### src/rtl/pipelined_recursive_doubling_adder.sv
// Pipelined recursive-doubling (Kogge-Stone) adder/subtractor with valid/ready
// flow control. Register stages: one PGK stage, LEVELS doubling stages, and
// one sum stage. A single global enable stalls the whole pipe.

// One prefix cell: a resolved upper code (kill/generate) wins; a propagating
// upper code defers to the lower span.
module pipelined_recursive_doubling_adder_cell (
  input  logic [1:0] upper,
  input  logic [1:0] lower,
  output logic [1:0] result
);
  assign result = (upper[1] == upper[0]) ? upper : lower;
endmodule

module pipelined_recursive_doubling_adder #(
  parameter int WIDTH  = 16,
  parameter int LEVELS = $clog2(WIDTH)
) (
  input  logic             clk,
  input  logic             rst,
  input  logic             in_valid,
  output logic             in_ready,
  input  logic [WIDTH-1:0] a,
  input  logic [WIDTH-1:0] b,
  input  logic             cin,
  input  logic             sub,
  output logic             out_valid,
  input  logic             out_ready,
  output logic [WIDTH-1:0] sum,
  output logic             cout,
  output logic             ovf,
  output logic             busy
);
  localparam int STAGES = LEVELS + 1;

  typedef logic [1:0] pgk_t;
  localparam pgk_t KILL = 2'b00;
  localparam pgk_t GEN  = 2'b11;
  localparam pgk_t PROP = 2'b10;

  generate
    if (WIDTH < 2 || (WIDTH & (WIDTH - 1)) != 0) begin : g_bad_width
      $error("pipelined_recursive_doubling_adder: WIDTH must be a power of two >= 2");
    end
    if (LEVELS != $clog2(WIDTH)) begin : g_bad_levels
      $error("pipelined_recursive_doubling_adder: LEVELS is derived and must not be overridden");
    end
  endgenerate

  // vld_pipe[0] is the PGK stage, vld_pipe[STAGES] the output stage.
  logic [STAGES:0]                vld_pipe;
  pgk_t [LEVELS:0][WIDTH-1:0]     code_q;
  logic [LEVELS:0][WIDTH-1:0]     p_q;
  logic [LEVELS:0]                cin_q;

  logic adv;
  assign adv       = !vld_pipe[STAGES] | out_ready;
  assign in_ready  = adv;
  assign out_valid = vld_pipe[STAGES];
  assign busy      = |vld_pipe;

  // Operand conditioning: subtraction is A + ~B + 1, so cin is forced to 1.
  logic [WIDTH-1:0] b_eff, p_in, g_in;
  logic             cin_eff;
  pgk_t [WIDTH-1:0] code_in;

  assign b_eff   = sub ? ~b : b;
  assign cin_eff = sub | cin;
  assign p_in    = a ^ b_eff;
  assign g_in    = a & b_eff;

  // Per-bit PGK code; bit 0 is resolved against the effective carry-in so
  // every code is kill/generate once the prefix network completes.
  always_comb begin
    code_in = '0;
    for (int i = 0; i < WIDTH; i++)
      code_in[i] = g_in[i] ? GEN : (p_in[i] ? PROP : KILL);
    if (code_in[0] == PROP)
      code_in[0] = {2{cin_eff}};
  end

  // Doubling network: level k looks 2^(k-1) bits down.
  pgk_t [LEVELS:1][WIDTH-1:0] lvl_d;

  generate
    for (genvar k = 1; k <= LEVELS; k++) begin : g_lvl
      localparam int D = 1 << (k - 1);
      for (genvar i = 0; i < WIDTH; i++) begin : g_bit
        if (i >= D) begin : g_cell
          pipelined_recursive_doubling_adder_cell u_cell (
            .upper  (code_q[k-1][i]),
            .lower  (code_q[k-1][i-D]),
            .result (lvl_d[k][i])
          );
        end else begin : g_pass
          assign lvl_d[k][i] = code_q[k-1][i];
        end
      end
    end
  endgenerate

  // Carries out of each bit after the full prefix; codes are kill/generate here.
  logic [WIDTH-1:0] carry;
  logic [WIDTH-1:0] sum_d;

  always_comb begin
    carry = '0;
    for (int i = 0; i < WIDTH; i++)
      carry[i] = (code_q[LEVELS][i] == GEN);
    sum_d = p_q[LEVELS] ^ {carry[WIDTH-2:0], cin_q[LEVELS]};
  end

  // Pipeline advance: every stage (valid bits included) moves together or holds.
  always_ff @(posedge clk or posedge rst) begin
    if (rst) begin
      vld_pipe <= '0;
      code_q   <= '0;
      p_q      <= '0;
      cin_q    <= '0;
      sum      <= '0;
      cout     <= 1'b0;
      ovf      <= 1'b0;
    end else if (adv) begin
      vld_pipe  <= {vld_pipe[STAGES-1:0], in_valid};
      code_q[0] <= code_in;
      p_q[0]    <= p_in;
      cin_q[0]  <= cin_eff;
      for (int k = 1; k <= LEVELS; k++) begin
        code_q[k] <= lvl_d[k];
        p_q[k]    <= p_q[k-1];
        cin_q[k]  <= cin_q[k-1];
      end
      sum  <= sum_d;
      cout <= carry[WIDTH-1];
      ovf  <= carry[WIDTH-1] ^ carry[WIDTH-2];
    end
  end

endmodule

### config.mk
export PLATFORM = sky130hd
export DESIGN_NAME = pipelined_recursive_doubling_adder
export DESIGN_NICKNAME = d
export VERILOG_FILES = /design/src/rtl/pipelined_recursive_doubling_adder.sv
export SDC_FILE = /design/constraint.sdc
export NUM_CORES = 1
export LEC_CHECK = 0
export CAP_MARGIN = 40
export CORE_MARGIN = 2
export CORE_UTILIZATION = 50
export DETAILED_ROUTE_END_ITERATION = 7
export GPL_TIMING_DRIVEN = 0
export HOLD_SLACK_MARGIN = 0.06
export PLACE_DENSITY = 0.71
export SLEW_MARGIN = 20
export SYNTH_ARGS = -nofsm -noshare
export SYNTH_HDL_FRONTEND = slang
export SYNTH_SLANG_ARGS = --single-unit
### constraint.sdc
create_clock -name clk -period 11.07 [get_ports clk]
set_input_delay 2.214 -clock clk [delete_from_list [all_inputs] [get_ports clk]]
set_output_delay 2.214 -clock clk [all_outputs]
set_load 0.03 [all_outputs]
==> results.cfg <==
[status]
status = finished, final reports clean

[yosys]
synth_edf_count = 0
yosysSeqAreaShare = 0.552
post-synth-top-count-cell = nand2_1
yosysTopAreaCellShare = 0.552
ys_warn_count = 0
synth.distinct_cells = 22
async_flop_share = 1.00
synthTopCellsByCount = nand2_1, dfrtp_1, a21oi_1, o21ai_0, o21ai_2
syn_area_mm2 = 0.0122
synth.area.top_cells = dfrtp_1, nand2_1, o21ai_2
yosys_register_bits = 269
synthFlopType = dfrtp_1
post_synth_inst_count = 1321
synthesis.nets = 1391
yosys.area.top_type = dfrtp_1
syn_area_per_cell_um2 = 9.23

[global_routing]
grtUsageTotal = 0.228
grt_pass1_wl_um = 46800
gr-total-overflow = 0
grt_max_degree = 107
antenna_found_initial = 0
first_global_vias = 8973

[clock_tree]
cts_tree = yes
htreeDepth = 1
clock_sinks = 269
cts_made_buffers = 28
cts_buffer_depth = 3
cts_hold_buf = 0
clockRootBuffer = clkbuf_16
cts_resized = 0
clkLatencyLatePin_ns = 0.55
clk_pin_slew_ns = 0.06
postCtsSetupRepairBufs = 0

[setup_path]
cp_common_cell = buf_6
slowest_stage = clkdlybuf4s50_1
critPathLaunchType = primary input
max_stage_delay_ns = 0.68
critical_path.cell_chain = clkdlybuf4s50_1 > nor2b_4 > buf_6 > inv_6 > buf_6 > buf_6 > clkdlybuf4s50_1
critPathKind = in -> out
critPathBufInv = 6
worstPathArrival_ns = 4.04
critPathTopFamily = buffers and inverters
endpoint_kind = primary output
cp_max_fo = 10
required_ns = 8.86

[floorplan]
start_util = 0.506
core_area_mm2 = 0.0241
ioPinCount = 59
die-area_mm2 = 0.0257
dieWidth_um = 160
rows = 57
die_h_um = 160

[cells_and_area]
area_growth_pct = 17.1
fin_cells = 1756
diodes = 0
drive_above_1_share = 0.149
stdcell_area_mm2 = 0.0143
layout.nets = 1480

[run]
maxCapViolations = 0

[timing]
hold_viol_final = 0
clock_skew_ns = 0.0113
tightest_slew_ns = 0.709
slew_viol_final = 0
fin_crit_ns = 6.25
finalCritPeriodShare = 0.565
rsz0062_at_grt = false
fmax_ghz = 0.160
setup_viol_count_final = 0
maxSlewHeadroom = 0.527

[detailed_routing]
initialDrtViolationCount = 634
routedWlPerCell_um = 16.0
via_per_inst = 5.14
vias = 9020
dr.pass1.iters = 5
drc = 0
antenna_left = 0
drt-total-wl_um = 28100

[placed_design]
place_area_mm2 = 0.0132
place_congestion = 0.827
io_buffer_count = 57
dp_hpwl_um = 20100
dpl.cell_count = 1704

[pwr]
power.total_mw = 4.09
ir_drop_v = 0.000115
p_per_area_mw_per_mm2 = 286
power_leakage_nw = 6.82

[worst_hold_path]
min_path_type = reg -> reg
-- sequential cells by signal, indices dropped and copies added (netlist names) --
signal / flops
code_q: 160
p_q: 80
sum: 16
cin_q: 5
ovf: 1
cout: 1
vld_pipe: 6
-- tightest hold or removal path, stage by stage, from the launching register on --
cell,delay [ns]
dfrtp_1,0.34
nand2_1,0.05
nand2_1,0.05
-- area by class of cell --
type                       count  area (um2)
clock buffer                  37         805
fill                        2169        9820
multi-input combinational    956        4860
inverter                      35         144
sequential                   269        6730
clock inverter                15         244
timing repair buffer          59         626
buffer                        61         472
tap                          324         405
-- layer usage --
metal,part of all wire,global-route usage,up-vias
met5,0,0,-
met4,0.035,0.0827,0
met3,0.047,0.0330,48
met2,0.46,0.363,212
met1,0.46,0.322,4280
li1,-,-,4480
-- logic make-up (layout without fill, tap and decap cells) --
group           Yosys count  count (layout)  share of synthesized area
simple gates            559             559                      0.173
flops                   269             269                      0.552
fa+ha+maj                32              32                     0.0328
xor+xnor                 33              33                     0.0237
compound gates          332             332                      0.168
buf+inv                  96             207                     0.0499
-- layout by cell type, fill, tap and decap left out, types with 26 or more instances in the layout --
cell               n
buf_2             26
nand2_1          537
inv_1             33
o21ai_0          112
a21oi_1          114
o21ai_2          104
ha_1              32
clkdlybuf4s50_1   57
clkbuf_16         28
dfrtp_1          269
-- worst paths after layout --
| check | start | endpoint | slack (ns) | cells after the start |
|---|---|---|---|---|
| max | out_ready | in_ready | 4.82 | 7 |
| min | code_q[140] | code_q[140] | 0.46 | 2 |
| max reg2reg | vld_pipe[5] | code_q[155] | 9.50 | 5 |
| min reg2reg | code_q[140] | code_q[140] | 0.46 | 2 |
| max in group asynchronous | rst | code_q[11] | 7.62 | 4 |
| min in group asynchronous | rst | sum[15] | 2.15 | 2 |
-- stage by stage --
| stage | setup slack (ns) | TNS [ns] | utilization | hold slack (ns) |
|---|---|---|---|---|
| 5_1_grt | 4.79 | 0 | 0.593 | 0.485 |
| 3_5_place_dp | 4.81 | 0 | 0.549 | 0.456 |
| 2_1_floorplan | 1.45 | 0 | - | 0.439 |
| 6_report | 4.82 | 0 | 0.593 | 0.465 |
| 3_3_place_gp | -1.84 | -490.03 | 0.546 | 0.450 |
| 4_1_cts | 4.81 | 0 | 0.593 | 0.470 |
-- where the power goes --
part           internal [mW]  switching (mW)
Combinational          0.508           0.700
Clock                  0.651           0.396
Sequential              1.40           0.428
Total                   2.56            1.52
(Power assumes the default switching activity.)
